===== config.mk =====
export PLATFORM = sky130hd
export DESIGN_NAME = fetch_queue
export DESIGN_NICKNAME = d
export VERILOG_FILES = /design/src/rtl/fetch_queue.sv
export SDC_FILE = /design/constraint.sdc
export NUM_CORES = 1
export LEC_CHECK = 0
export CAP_MARGIN = 15
export CORE_ASPECT_RATIO = 0.6
export CORE_MARGIN = 3
export CORE_UTILIZATION = 35
export DETAILED_ROUTE_END_ITERATION = 8
export GPL_TIMING_DRIVEN = 0
export MAX_ROUTING_LAYER = met4
export PLACE_DENSITY = 0.59
export RECOVER_POWER = 100
export SLEW_MARGIN = 20
export SYNTH_ARGS = -nofsm -noshare
export SYNTH_HDL_FRONTEND = slang
export SYNTH_SLANG_ARGS = --single-unit

===== constraint.sdc =====
create_clock -name clk -period 4.29 [get_ports clk]
set_clock_uncertainty 0.05 [all_clocks]
set_input_delay 0.858 -clock clk [delete_from_list [all_inputs] [get_ports clk]]
set_output_delay 0.858 -clock clk [all_outputs]
set_load 0.005 [all_outputs]

===== src/rtl/fetch_queue.sv =====
`default_nettype none
// ============================================================================
// Module   : fetch_queue
// Brief    : RV32I instruction-fetch front end: PC generator, in-order imem
//            request/response tracking and a prefetch FIFO to IF/ID.
// Revision : 1.0
// ============================================================================
module fetch_queue #(
    parameter int               XLEN     = 32,
    parameter int               DEPTH    = 4,
    parameter int               MAX_OUT  = 2,
    parameter logic [XLEN-1:0]  RESET_PC = '0
) (
    input  logic                        clk,
    input  logic                        rst,
    input  logic                        enable,
    input  logic                        redirect,
    input  logic [XLEN-1:0]             redirect_pc,
    output logic                        imem_req_valid,
    input  logic                        imem_req_ready,
    output logic [XLEN-1:0]             imem_req_addr,
    input  logic                        imem_rsp_valid,
    input  logic [31:0]                 imem_rsp_data,
    output logic                        id_valid,
    input  logic                        id_ready,
    output logic [31:0]                 id_instr,
    output logic [XLEN-1:0]             id_pc,
    output logic [$clog2(DEPTH+1)-1:0]  count
);

    localparam int c_ptr_w = $clog2(DEPTH);
    localparam int c_cnt_w = $clog2(DEPTH + 1);
    localparam int c_out_w = $clog2(MAX_OUT + 1);
    localparam int c_fl_w  = (MAX_OUT > 1) ? $clog2(MAX_OUT) : 1;
    localparam logic [c_fl_w-1:0] c_fl_last = c_fl_w'(MAX_OUT - 1);

    logic [XLEN-1:0]    r_fetch_pc;
    logic [31:0]        r_fifo_instr [DEPTH];
    logic [XLEN-1:0]    r_fifo_pc    [DEPTH];
    logic [c_ptr_w-1:0] r_rd_ptr;
    logic [c_ptr_w-1:0] r_wr_ptr;
    logic [c_cnt_w-1:0] r_count;
    logic [c_out_w-1:0] r_outstanding;
    logic [c_out_w-1:0] r_discard;
    logic [XLEN-1:0]    r_fl_pc      [MAX_OUT];
    logic [c_fl_w-1:0]  r_fl_rd;
    logic [c_fl_w-1:0]  r_fl_wr;

    logic [31:0]        w_reserved;
    logic               w_issue;
    logic               w_rsp_take;
    logic               w_rsp_keep;
    logic               w_pop;
    logic [c_out_w-1:0] w_out_next;
    logic [c_cnt_w-1:0] w_count_next;
    logic [XLEN-1:0]    w_redirect_target;
    logic [c_fl_w-1:0]  w_fl_rd_next;
    logic [c_fl_w-1:0]  w_fl_wr_next;

    // Every outstanding request holds a FIFO slot, so responses never overflow.
    assign w_reserved     = 32'(r_count) + 32'(r_outstanding);
    assign imem_req_valid = enable & ~redirect & ~rst
                          & (w_reserved < 32'(DEPTH))
                          & (32'(r_outstanding) < 32'(MAX_OUT));
    assign imem_req_addr  = r_fetch_pc;

    assign w_issue    = imem_req_valid & imem_req_ready;
    assign w_rsp_take = imem_rsp_valid & (r_outstanding != '0);
    assign w_rsp_keep = w_rsp_take & (r_discard == '0) & ~redirect;
    assign w_pop      = id_valid & id_ready & enable & ~redirect;

    assign id_valid = (r_count != '0);
    assign id_instr = id_valid ? r_fifo_instr[r_rd_ptr] : '0;
    assign id_pc    = id_valid ? r_fifo_pc[r_rd_ptr]    : '0;
    assign count    = r_count;

    assign w_redirect_target = redirect_pc & ~XLEN'(3);
    assign w_fl_rd_next = (r_fl_rd == c_fl_last) ? '0 : r_fl_rd + 1'b1;
    assign w_fl_wr_next = (r_fl_wr == c_fl_last) ? '0 : r_fl_wr + 1'b1;

    always_comb begin
        w_out_next = r_outstanding;
        if (w_issue && !w_rsp_take) begin
            w_out_next = r_outstanding + 1'b1;
        end else if (!w_issue && w_rsp_take) begin
            w_out_next = r_outstanding - 1'b1;
        end
    end

    always_comb begin
        w_count_next = r_count;
        if (w_rsp_keep && !w_pop) begin
            w_count_next = r_count + 1'b1;
        end else if (!w_rsp_keep && w_pop) begin
            w_count_next = r_count - 1'b1;
        end
    end

    always_ff @(posedge clk) begin
        if (rst) begin
            r_fetch_pc    <= RESET_PC;
            r_rd_ptr      <= '0;
            r_wr_ptr      <= '0;
            r_count       <= '0;
            r_outstanding <= '0;
            r_discard     <= '0;
            r_fl_rd       <= '0;
            r_fl_wr       <= '0;
        end else begin
            r_outstanding <= w_out_next;
            if (w_issue) begin
                r_fl_pc[r_fl_wr] <= r_fetch_pc;
                r_fl_wr          <= w_fl_wr_next;
            end
            if (w_rsp_take) begin
                r_fl_rd <= w_fl_rd_next;
            end
            if (redirect) begin
                // Everything still in flight belongs to the abandoned path.
                r_fetch_pc <= w_redirect_target;
                r_discard  <= w_out_next;
                r_rd_ptr   <= '0;
                r_wr_ptr   <= '0;
                r_count    <= '0;
            end else begin
                if (w_issue) begin
                    r_fetch_pc <= r_fetch_pc + XLEN'(4);
                end
                if (w_rsp_take && (r_discard != '0)) begin
                    r_discard <= r_discard - 1'b1;
                end
                if (w_rsp_keep) begin
                    r_fifo_instr[r_wr_ptr] <= imem_rsp_data;
                    r_fifo_pc[r_wr_ptr]    <= r_fl_pc[r_fl_rd];
                    r_wr_ptr               <= r_wr_ptr + 1'b1;
                end
                if (w_pop) begin
                    r_rd_ptr <= r_rd_ptr + 1'b1;
                end
                r_count <= w_count_next;
            end
        end
    end

    a_rsp_needs_request: assert property (@(posedge clk) disable iff (rst)
        !(imem_rsp_valid && (r_outstanding == '0)));

endmodule
`default_nettype wire


* Word-level counts from Yosys, hierarchy flattened *
Memories as Yosys holds them, arrays and structs flattened. A register that Yosys moved wholly into a read port is not among the register bits.
Index checks and enable logic that the tools add are counted.

cells by class
  add/sub/neg operators = 11
  $lt $le $gt $ge = 2
  mux-type cells = 25
  bitwise logic cells = 13
  reductions and logical operators = 17

operator list
  operator                 number
  $mux W32                 4
  $add A32 B3 Y32 const B  1
  $mux W2                  8
  $and A1 B1 Y1            11
  $mux W1                  11
  $reduce_bool A2 Y1       5
  $add A2 B1 Y2 const B    3
  $mux W3                  2
  $logic_and A1 B1 Y1      5
  $add A3 B2 Y4            1
  $logic_not A1 Y1         4
  $lt A4 B3 Y1 const B     1
  $sub A2 B1 Y2 const B    2
  $add A3 B1 Y3 const B    1
  $reduce_bool A3 Y1       1
  $sub A3 B1 Y3 const B    1
  $add A1 B1 Y1 const B    2
  $logic_not A2 Y1         1
  $lt A2 B2 Y1 const B     1
  $not A1 Y1               2
  $reduce_or A2 Y1         1

storage, ports and cells
  flip-flop bits (word level) = 45
  RAM bits = 320
  input bits = 71
  output and inout port bits = 101
  memories kept = 3

memories
  name          words  bits a word  read ports  clocked after memory_dff  wr ports  line  RTL
  r_fifo_instr  4      32           1           1                         1         38    logic [31:0] r_fifo_instr [DEPTH];
  r_fifo_pc     4      32           1           1                         1         39    logic [XLEN-1:0] r_fifo_pc [DEPTH];
  r_fl_pc       2      32           1           1                         1         45    logic [XLEN-1:0] r_fl_pc [MAX_OUT];

* Depth between registers and ports, before layout *
  depth after elaboration = 11
  gate-level depth with buffers = 12
  gate-level depth less buffers = 11

* Least setup slack after synthesis *
Ideal clock, no wire load.

  kind = input-to-reg
  from = input rst
  to = memory r_fl_pc[0][10] (enable)
  arrival time = 3211 ps
  required time = 3823 ps
  setup slack = 612 ps
  cell stages on the path = 5
  path buffers = 2
  cells stage by stage = a311o_1 > or3_1 > buf_2 > clkbuf_1 > nor2_1

between the ends
  word-level cells in the longest chain between the ends = 8

ends and longest elaborated chain
  item                             line  RTL
  start, declared                  15    input logic rst,
  $not A1 Y1                       62    assign imem_req_valid = enable & ~redirect & ~rst
  $and A1 B1 Y1                    62
  $and A1 B1 Y1                    63    & (w_reserved < 32'(DEPTH))
  $and A1 B1 Y1                    64    & (32'(r_outstanding) < 32'(MAX_OUT));
  $and A1 B1 Y1                    67    assign w_issue = imem_req_valid & imem_req_ready;
  $mux W1                          111   if (w_issue) begin
  $mux W1 *                        100   if (rst) begin
  $mux W1 (not written as such) *  112   r_fl_pc[r_fl_wr] <= r_fetch_pc;
  end, declared                    45

Mark *: on every way between the ends. The rest lies on a longest branch, timed or not.

* Worst setup path in the final report *
  from = register r_count[0], in the netlist count[0]
  to = output id_instr[22]

between the ends
  word-level cells in the longest chain between the ends = 2

ends and longest elaborated chain
  item                    line  RTL
  start, declared         42    logic [c_cnt_w-1:0] r_count;
  start signal, assigned  140   r_count <= w_count_next;
  $reduce_bool A3 Y1      72    assign id_valid = (r_count != '0);
  $mux W32                73    assign id_instr = id_valid ? r_fifo_instr[r_rd_ptr] : '0;
  end, declared           26    output logic [31:0] id_instr,

No other way between the ends.

==> flow_summary.ini <==
[worst_setup_path]
crit_arrival_ns = 3.12
path_max_fanout = 11
crit_path_start_kind = register
worstSetupEndpointType = output port
crit_type = reg2out
required_ns = 3.38

[yosys]
synth.top_cell.area_share = 0.655
synth_most_common_cell = edfxtp_1
ys.warnings.count = 0
yosysTopAreaCell = edfxtp_1
syn_area_per_cell_um2 = 17.3
synth_cells = 818
synth-edff-count = 308
syn-cell-area_um2 = 14100
synth_top_cells_by_area = edfxtp_1 65%, mux4_2 9.9%, dfxtp_1 6.5%
synth_flop_cell = edfxtp_1
ys_types = 51
async_flop_share = 0
synth_seq_cells = 354
ys_seq_area_frac = 0.720
synth_top_cells_by_count = 308 x edfxtp_1, 75 x and2_1, 62 x mux4_2

[power]
switching_share = 0.230
p_per_area_nw_per_um2 = 435
ir_drop_mv = 0.281
p_seq_frac = 0.514
leakage_nw = 5.65
pwr-share-clk = 0.387
intPower_mw = 5.92
combPwrFrac = 0.099
p_sw_mw = 1.77

[sta]
rsz0062_at_grt = false
slew_viol_final = 78
max_freq_ghz = 0.248
tightestPinTransition_ns = 1.77
setup_viol = 0
hold_viol_final = 0
slew_headroom = -0.182
final.period_utilization = 0.940
min_period_ns = 4.03

[detailed_routing]
wire_per_inst_um = 22.4
wirelength_um = 35200
drt_first_pass_iters = 5
viasPerCell = 5.11
drt-initial-drc-count = 584
vias = 8052
drc = 0
ant_nets = 0

[floorplan]
die_y_um = 162
core.rowCount = 56
die_w_um = 265
io_pins = 172
start_util = 0.358
core_um2 = 39400
die_area_um2 = 42900

[clock_tree]
cts_buffers = 35
insertion_delay_ns = 0.53
htree_levels = 2
cts_resized = 9
path_clk_slew_ns = 0.07
root_buffer = clkbuf_16
hold_buffers = 0
cts.sinks = 354
cts_setup_buffers = 0
cts_tree = built
cts_buffer_depth = 3

[layout]
nets = 1109
final_util = 0.448
postLayoutCellArea_um2 = 17700
stdcell_count = 1575
syn_to_final_growth_pct = 25.2
drive_gt1_frac = 0.129

[job]
drv_cap = 3

[grt]
grt_start_max_net_pins = 39
antenna_found_initial = 1
grt_pass1_vias = 8192
grt_pass1_wl_um = 53000
grt_overflow = 0
grt_usage = 0.171

[place]
gp_congestion = 0.824
post-dp-hpwl_um = 23100
place_area_um2 = 16600
placed_cells = 1514
portBuffers = 165

[outcome]
outcome = finished with violations
violations = capacitance limit, slew limit

[hold_path]
min_path_type = reg2reg
[worst max-delay path, cell delays in order, from the launching register on]
cell	delay [ns]
dfxtp_1	0.46
or3_1	0.15
clkbuf_1	0.69
clkbuf_1	0.50
and2_1	0.26
clkdlybuf4s50_1	0.53
[state kept, by name, summed over array words and instances (netlist names), named ones only]
register       flops
r_rd_ptr           2
r_fifo_pc        120
r_outstanding      2
r_fl_wr            1
r_fifo_instr     128
imem_req_addr     30
r_wr_ptr           2
r_fl_pc           60
r_discard          2
r_fl_rd            1
count              3
[worst paths after layout]
kind,start,endpoint,slack [ns],cells after the start
worst max-delay path,count[0],id_instr[22],0.26,5
worst min-delay path,r_wr_ptr[1],r_wr_ptr[1],0.47,2
worst min register to register,r_wr_ptr[1],r_wr_ptr[1],0.47,2
worst max register to register,count[1],r_fl_pc[0][24],0.47,7
[final cells by class]
type | count | area (um^2)
Fill cell | 3482 | 21800
Timing Repair Buffer | 171 | 1780
Buffer | 44 | 206
Antenna cell | 2 | 5.00
Clock buffer | 42 | 933
Inverter | 14 | 52.6
Multi-Input combinational cell | 408 | 3720
Tap cell | 522 | 653
Clock inverter | 18 | 156
Sequential cell | 354 | 10200
[cells by family after synthesis]
kind of cell	count (synthesis)	share of synthesized area
other cells	1	0.000266
simple gates	209	0.0826
buf+inv	59	0.0170
mux	99	0.128
flops	354	0.720
xor+xnor	18	0.0112
compound gates	68	0.0316
fa+ha+maj	10	0.00939
[layout by cell type, fill, tap and decap left out, drive strengths merged, types with 4 or more instances in the layout]
master / n
dfxtp: 46
buf: 11
a31oi: 10
nand4: 11
xor2: 8
a211oi: 9
mux2: 31
nor4: 6
a21oi: 17
and2: 75
conb: 4
clkbuf: 78
ha: 9
and4: 9
dlygate4sd3: 77
nand2: 26
inv: 16
xnor2: 10
o21ai: 11
mux4: 62
clkdlybuf4s50: 88
nand3: 10
edfxtp: 308
or3: 6
nor3: 7
clkinv: 13
mux2i: 6
and3: 4
nor2: 41
[through the flow]
stage / setup slack [ns] / total power [mW] / hold slack (ns) / TNS [ns]
final: 0.258 / 7.68 / 0.465 / 0
after CTS: 0.0287 / 7.83 / 0.461 / 0
after floorplan: 0.612 / 4.41 / 0.419 / 0
after global routing: 0.00831 / 8.00 / 0.494 / 0
after detailed placement: 0.160 / 4.84 / 0.452 / 0
after global placement: -1.43 / 4.82 / 0.443 / -380.78
[layer usage]
layer	GRT usage	share of wire	vias to the layer above	wire length, um
li1	-	-	3621	-
met1	0.243	0.47	4132	16400
met2	0.257	0.46	251	16200
met3	0.0368	0.060	48	2130
met4	0.0320	0.015	0	527
met5	-	0	-	0
[power by group through the flow]
stage                     registers (mW)  logic (mW)  clock network [mW]
after floorplan                     4.00       0.406                   0
after global placement              4.03       0.793                   0
after detailed placement            4.02       0.813                   0
after CTS                           3.95       0.818                3.06
after global routing                3.96       0.840                3.20
final                               3.95       0.758                2.97
(Power assumes the default switching activity.)
